===== src/rtl/uart_pkg.sv =====
// rtl/uart_pkg.sv - shared UART types, widths and bit-timing helper
package uart_pkg;

    localparam int UART_DATA_W        = 8;
    localparam int UART_RX_FIFO_DEPTH = 4;

    typedef enum logic [2:0] {
        IDLE      = 3'd0,
        START     = 3'd1,
        DATA      = 3'd2,
        STOP      = 3'd3,
        WAIT_IDLE = 3'd4
    } rx_state_t;

    // Whole system clocks per serial bit, rounded down.
    function automatic int cycles_per_bit(input int clk_mhz, input int baud);
        return (clk_mhz * 1000000) / baud;
    endfunction

endpackage


===== src/rtl/uart_rx_fifo.sv =====
// rtl/uart_rx_fifo.sv - synchronous first-word-fall-through byte buffer
module uart_rx_fifo
    import uart_pkg::*;
#(
    parameter int WIDTH = UART_DATA_W,
    parameter int DEPTH = UART_RX_FIFO_DEPTH
) (
    input  logic             clk,
    input  logic             rst_n,
    input  logic             push,
    input  logic [WIDTH-1:0] push_data,
    input  logic             pop,
    output logic [WIDTH-1:0] pop_data,
    output logic             full,
    output logic             empty,
    output logic             overrun
);

    localparam int PTR_W = (DEPTH > 1) ? $clog2(DEPTH) : 1;
    localparam int CNT_W = $clog2(DEPTH + 1);

    logic [WIDTH-1:0] mem_q [DEPTH];
    logic [WIDTH-1:0] mem_d [DEPTH];
    logic [PTR_W-1:0] wr_ptr_q, wr_ptr_d;
    logic [PTR_W-1:0] rd_ptr_q, rd_ptr_d;
    logic [CNT_W-1:0] count_q, count_d;
    logic             overrun_q, overrun_d;
    logic             do_push, do_pop;

    assign empty    = (count_q == '0);
    assign full     = (count_q == CNT_W'(DEPTH));
    assign pop_data = mem_q[rd_ptr_q];
    assign overrun  = overrun_q;

    // A push into a full buffer still succeeds when the head leaves in the same cycle.
    always_comb begin
        mem_d     = mem_q;
        wr_ptr_d  = wr_ptr_q;
        rd_ptr_d  = rd_ptr_q;
        count_d   = count_q;
        do_pop    = pop && !empty;
        do_push   = push && (!full || do_pop);
        overrun_d = push && full && !do_pop;
        if (do_push) begin
            mem_d[wr_ptr_q] = push_data;
            wr_ptr_d = (wr_ptr_q == PTR_W'(DEPTH - 1)) ? '0 : wr_ptr_q + 1'b1;
        end
        if (do_pop) begin
            rd_ptr_d = (rd_ptr_q == PTR_W'(DEPTH - 1)) ? '0 : rd_ptr_q + 1'b1;
        end
        if (do_push && !do_pop) begin
            count_d = count_q + 1'b1;
        end else if (do_pop && !do_push) begin
            count_d = count_q - 1'b1;
        end
    end

    // Buffer state registers; reset flushes contents so the head reads zero.
    always_ff @(posedge clk) begin
        if (!rst_n) begin
            for (int i = 0; i < DEPTH; i++) begin
                mem_q[i] <= '0;
            end
            wr_ptr_q  <= '0;
            rd_ptr_q  <= '0;
            count_q   <= '0;
            overrun_q <= 1'b0;
        end else begin
            mem_q     <= mem_d;
            wr_ptr_q  <= wr_ptr_d;
            rd_ptr_q  <= rd_ptr_d;
            count_q   <= count_d;
            overrun_q <= overrun_d;
        end
    end

endmodule


===== src/rtl/uart_rx_frame.sv =====
// rtl/uart_rx_frame.sv - 8N1 UART receiver with framing check and byte buffer
module uart_rx_frame
    import uart_pkg::*;
#(
    parameter int CLK_FRE   = 200,
    parameter int BAUD_RATE = 115200
) (
    input  logic                   clk,
    input  logic                   rst_n,
    input  logic                   uart_rx,
    output logic [UART_DATA_W-1:0] rx_data,
    output logic                   rx_valid,
    input  logic                   rx_ready,
    output logic                   frame_err,
    output logic                   overrun,
    output logic                   rx_busy
);

    localparam int CPB   = cycles_per_bit(CLK_FRE, BAUD_RATE);
    localparam int HALF  = CPB / 2;
    localparam int CNT_W = $clog2(CPB);

    logic                   sync1_q, sync2_q, sync3_q;
    logic [2:0]             vld_q;
    logic                   rx_s, fall_edge;
    rx_state_t              state_q, state_d;
    logic [CNT_W-1:0]       cnt_q, cnt_d;
    logic [2:0]             idx_q, idx_d;
    logic [UART_DATA_W-1:0] shift_q, shift_d;
    logic                   frame_err_q, frame_err_d;
    logic                   push;
    logic                   fifo_full, fifo_empty;

    assign rx_s = sync2_q;
    // vld_q marks which sync stages hold real pin samples, so the reset value
    // of the chain can never look like a start edge on a line held low.
    assign fall_edge = vld_q[2] && sync3_q && !rx_s;
    assign rx_busy   = (state_q != IDLE);
    assign frame_err = frame_err_q;
    assign rx_valid  = !fifo_empty;

    // Metastability synchroniser plus edge-detect register.
    always_ff @(posedge clk) begin
        if (!rst_n) begin
            sync1_q <= 1'b1;
            sync2_q <= 1'b1;
            sync3_q <= 1'b1;
            vld_q   <= '0;
        end else begin
            sync1_q <= uart_rx;
            sync2_q <= sync1_q;
            sync3_q <= sync2_q;
            vld_q   <= {vld_q[1:0], 1'b1};
        end
    end

    // Receive FSM: start validation at half-bit, then full-bit strides to mid-bit samples.
    always_comb begin
        state_d     = state_q;
        cnt_d       = cnt_q;
        idx_d       = idx_q;
        shift_d     = shift_q;
        frame_err_d = 1'b0;
        push        = 1'b0;
        case (state_q)
            IDLE: begin
                if (fall_edge) begin
                    state_d = START;
                    cnt_d   = '0;
                end
            end
            START: begin
                if (cnt_q == CNT_W'(HALF - 1)) begin
                    cnt_d   = '0;
                    idx_d   = '0;
                    state_d = rx_s ? IDLE : DATA;
                end else begin
                    cnt_d = cnt_q + 1'b1;
                end
            end
            DATA: begin
                if (cnt_q == CNT_W'(CPB - 1)) begin
                    cnt_d          = '0;
                    shift_d[idx_q] = rx_s;
                    idx_d          = idx_q + 1'b1;
                    if (idx_q == 3'd7) begin
                        state_d = STOP;
                    end
                end else begin
                    cnt_d = cnt_q + 1'b1;
                end
            end
            STOP: begin
                if (cnt_q == CNT_W'(CPB - 1)) begin
                    cnt_d = '0;
                    if (rx_s) begin
                        push    = 1'b1;
                        state_d = IDLE;
                    end else begin
                        frame_err_d = 1'b1;
                        state_d     = WAIT_IDLE;
                    end
                end else begin
                    cnt_d = cnt_q + 1'b1;
                end
            end
            WAIT_IDLE: begin
                if (rx_s) begin
                    state_d = IDLE;
                end
            end
            default: begin
                state_d = IDLE;
            end
        endcase
    end

    // FSM, counters and shift register state.
    always_ff @(posedge clk) begin
        if (!rst_n) begin
            state_q     <= IDLE;
            cnt_q       <= '0;
            idx_q       <= '0;
            shift_q     <= '0;
            frame_err_q <= 1'b0;
        end else begin
            state_q     <= state_d;
            cnt_q       <= cnt_d;
            idx_q       <= idx_d;
            shift_q     <= shift_d;
            frame_err_q <= frame_err_d;
        end
    end

    uart_rx_fifo #(
        .WIDTH(UART_DATA_W),
        .DEPTH(UART_RX_FIFO_DEPTH)
    ) u_fifo (
        .clk      (clk),
        .rst_n    (rst_n),
        .push     (push),
        .push_data(shift_q),
        .pop      (rx_valid && rx_ready),
        .pop_data (rx_data),
        .full     (fifo_full),
        .empty    (fifo_empty),
        .overrun  (overrun)
    );

endmodule


===== config.mk =====
export PLATFORM = sky130hd
export DESIGN_NAME = uart_rx_frame
export DESIGN_NICKNAME = d
export VERILOG_FILES = /design/src/rtl/uart_pkg.sv /design/src/rtl/uart_rx_fifo.sv /design/src/rtl/uart_rx_frame.sv
export SDC_FILE = /design/constraint.sdc
export NUM_CORES = 1
export LEC_CHECK = 0
export CORE_UTILIZATION = 55
export CTS_BUF_LIST = sky130_fd_sc_hd__clkbuf_2 sky130_fd_sc_hd__clkbuf_4 sky130_fd_sc_hd__clkbuf_8
export CTS_CLUSTER_DIAMETER = 60
export DETAILED_ROUTE_END_ITERATION = 6
export HOLD_SLACK_MARGIN = 0.08
export PLACE_DENSITY_LB_ADDON = 0.3
export SLEW_MARGIN = 30
export SYNTH_ARGS = -nofsm -noshare
export SYNTH_HDL_FRONTEND = slang
export SYNTH_SLANG_ARGS = --single-unit

===== constraint.sdc =====
create_clock -name clk -period 8.7 [get_ports clk]
set_clock_uncertainty 0.15 [all_clocks]
set_input_delay 1.305 -clock clk [delete_from_list [all_inputs] [get_ports clk]]
set_output_delay 1.305 -clock clk [all_outputs]
set_load 0.02 [all_outputs]

==> metrics.cfg <==
[timing]
slew_violations=0
min_period_over_period_pct=42.57
fin_crit_ps=3704
max-slew-margin-rel_pct=40.60
rsz0062_at_grt=no
fmax_ghz=0.2700
setup_viol_count_final=0
tightest_slew_ps=888.2
fin_hold_ws_ps=265.7
report.final.hold_viol_count=0
setup_tns_ps=0

[global_route]
grt_usage_pct=22.48
grt_overflow=0
grt_pass1_vias=2390
grt_pass1_wl_um=10920
antenna_found_initial=0
grt_max_degree=49

[worst_setup_path]
required_ps=7240
crit_slowest_cell=dfxtp_1
critPathArrivalTime_ps=2250
critical-path-top-delay-family=flip-flops
path_cells=mux4_2 -> clkdlybuf4s50_1
path_buf_inv=1
crit_type=flop to output pin
cp-start-kind=flop
critical-path-max-stage-delay_ps=750
cp-end-kind=output pin
cp_max_fo=11

[finish]
layout_common_cells=72 x dfxtp_1, 55 x nor2_1, 41 x mux2i_1
final_cell_count_no_fill=433
final_util_pct=64.18
area_delta_synth_final_pct=12.19
final_common_cell=dfxtp_1
nets=367
diodes=0
drive_gt1_share_pct=12.29
final_area_um2=3800

[routing]
highest_layer=met4
dr_wl_met3_um=220
drc=0
vias=2478
via_per_inst=5.723
wl_met2_um=3086
wl_per_cell_um=14.51
wl_met1_um=2883
drt_iter0_drc=163
wl_um=6282
ant_nets=0
first_pass_iters=4

[clock_tree]
hold_buffers=0
clock_latency_ps=350
numCtsBuffers=9
clock-root-buffer=clkbuf_8
cts_sinks=72
htreeDepth=3
post_cts_resized=0
clkSlewWorstSetupHoldPaths_ps=70
cts_setup_buffers=0
cts_max_path_buffers=2
cts_tree=done

[logic_synthesis]
ys_ff_latch=72
syn_inst=341
synth-edff-count=0
synthTopCellsByArea=dfxtp_1 43%, mux2i_1 12%, nor2_1 6.1%
ys_warn_count=0
yosys.area.top_type=dfxtp_1
ys.flop_type=dfxtp_1
synthesis.nets=355
syn-cell-area_um2=3387
avgSynthCellArea_um2=9.933
seq_area_frac_synth_pct=42.56
async_flop_share_pct=0
yosysTopAreaCellShare_pct=42.56
synth_cell_types=59

[flow_run]
cap_violations=0

[placed_design]
dp.cells=417
hpwl_um=4316
portBuffers=15
placed_area_um2=3575
gp_congestion=0.8238

[die]
ios=16
die_x_um=80.48
die_y_um=80.48
die-area_um2=6476
num_rows=28
core_um2=5921
start_util_pct=57.21

[power]
ir_drop_v=0.0001539
p_leak_nw=1.353
p_per_area_nw_per_um2=175.0

[hold_path]
hp-class=flop to flop

[status]
status=completed

-- power breakdown --
part / leakage, nW / switching [mW] / internal (mW) / total, mW
sequential: 0.581 / 0.00440 / 0.332 / 0.337
combinational: 0.663 / 0.0223 / 0.0133 / 0.0356
clock: 0.109 / 0.121 / 0.172 / 0.292
total: 1.35 / 0.147 / 0.518 / 0.665
-- routing by layer --
metal	vias to the layer above	GRT usage [%]
li1	1244	-
met5	-	0
met3	9	7.386
met2	31	37.97
met4	0	8.214
met1	1194	26.37
-- worst reg2reg max path, cell delays in order, from the launching register on --
cell     delay, ps
dfxtp_1        410
ha_1           270
and2b_1        290
nand3_2        180
nor3_1         380
ha_1           260
inv_1           70
fa_1           420
xor2_1         170
or3_1          310
a21oi_1        140
-- cells by family after synthesis --
kind of cell / after synthesis / synth area share, %
AO/OA/AOI/OAI: 41 / 8.645
buffers and inverters: 25 / 2.992
flip-flops: 72 / 42.56
AND/OR/NAND/NOR: 139 / 23.01
XOR/XNOR: 3 / 0.7759
multiplexers: 51 / 18.10
adder cells (fa/ha/maj): 10 / 3.916
-- path summary, 6_finish.rpt --
check | end | cells after the start | startpoint | slack (ps)
worst max-delay path | rx_data[4] | 2 | u_fifo.rd_ptr_q[0]$_SDFFE_PN0P_ | 5000
worst min-delay path | rx_s$_SDFF_PN1_ | 1 | sync1_q$_SDFF_PN1_ | 270
worst max register to register | u_fifo.count_q[2]$_SDFFE_PN0P_ | 10 | cnt_q[0]$_SDFFE_PN0P_ | 5580
worst min register to register | rx_s$_SDFF_PN1_ | 1 | sync1_q$_SDFF_PN1_ | 270
-- cell type report --
class / instances / area, um^2
Clock buffer: 11 / 145.1
Tap cell: 75 / 93.84
Fill cell: 477 / 2121
Clock inverter: 5 / 80.08
Timing Repair Buffer: 16 / 157.7
Inverter: 10 / 37.54
Multi-Input combinational cell: 244 / 1844
Sequential cell: 72 / 1441
-- cells in the mapped netlist, types with 3 or more instances --
library cell and number:
nor3_4 4, clkbuf_1 10, nand3b_1 3, o21ai_0 8, nand2b_1 5, nand3_1 6, ha_1 9, nand2_1 21
nand4_1 4, a22o_1 6, nor2b_1 4, and2_1 5, mux4_2 8, nor2_1 55, a31o_2 3, buf_2 3
inv_1 10, mux2i_1 41, or3_1 4, a21oi_1 7, dfxtp_1 72, nor3_1 7
-- registers in the layout, indices dropped and copies added, names as in the netlist --
name             cells
shift_q              8
u_fifo.rd_ptr_q      2
vld_q                3
rx_s                 1
idx_q                3
frame_err            1
u_fifo.wr_ptr_q      2
sync1_q              1
cnt_q               11
sync3_q              1
u_fifo.count_q       3
u_fifo.mem_q        32
state_q              3
u_fifo.overrun       1
-- stage by stage --
step,power [mW],setup WS (ps)
6_report,0.6648,4996
5_1_grt,0.6902,4813
4_1_cts,0.6722,4959
3_5_place_dp,0.3798,4631
3_3_place_gp,0.3791,4698
2_1_floorplan,0.3712,5293
(Power assumes the default switching activity.)
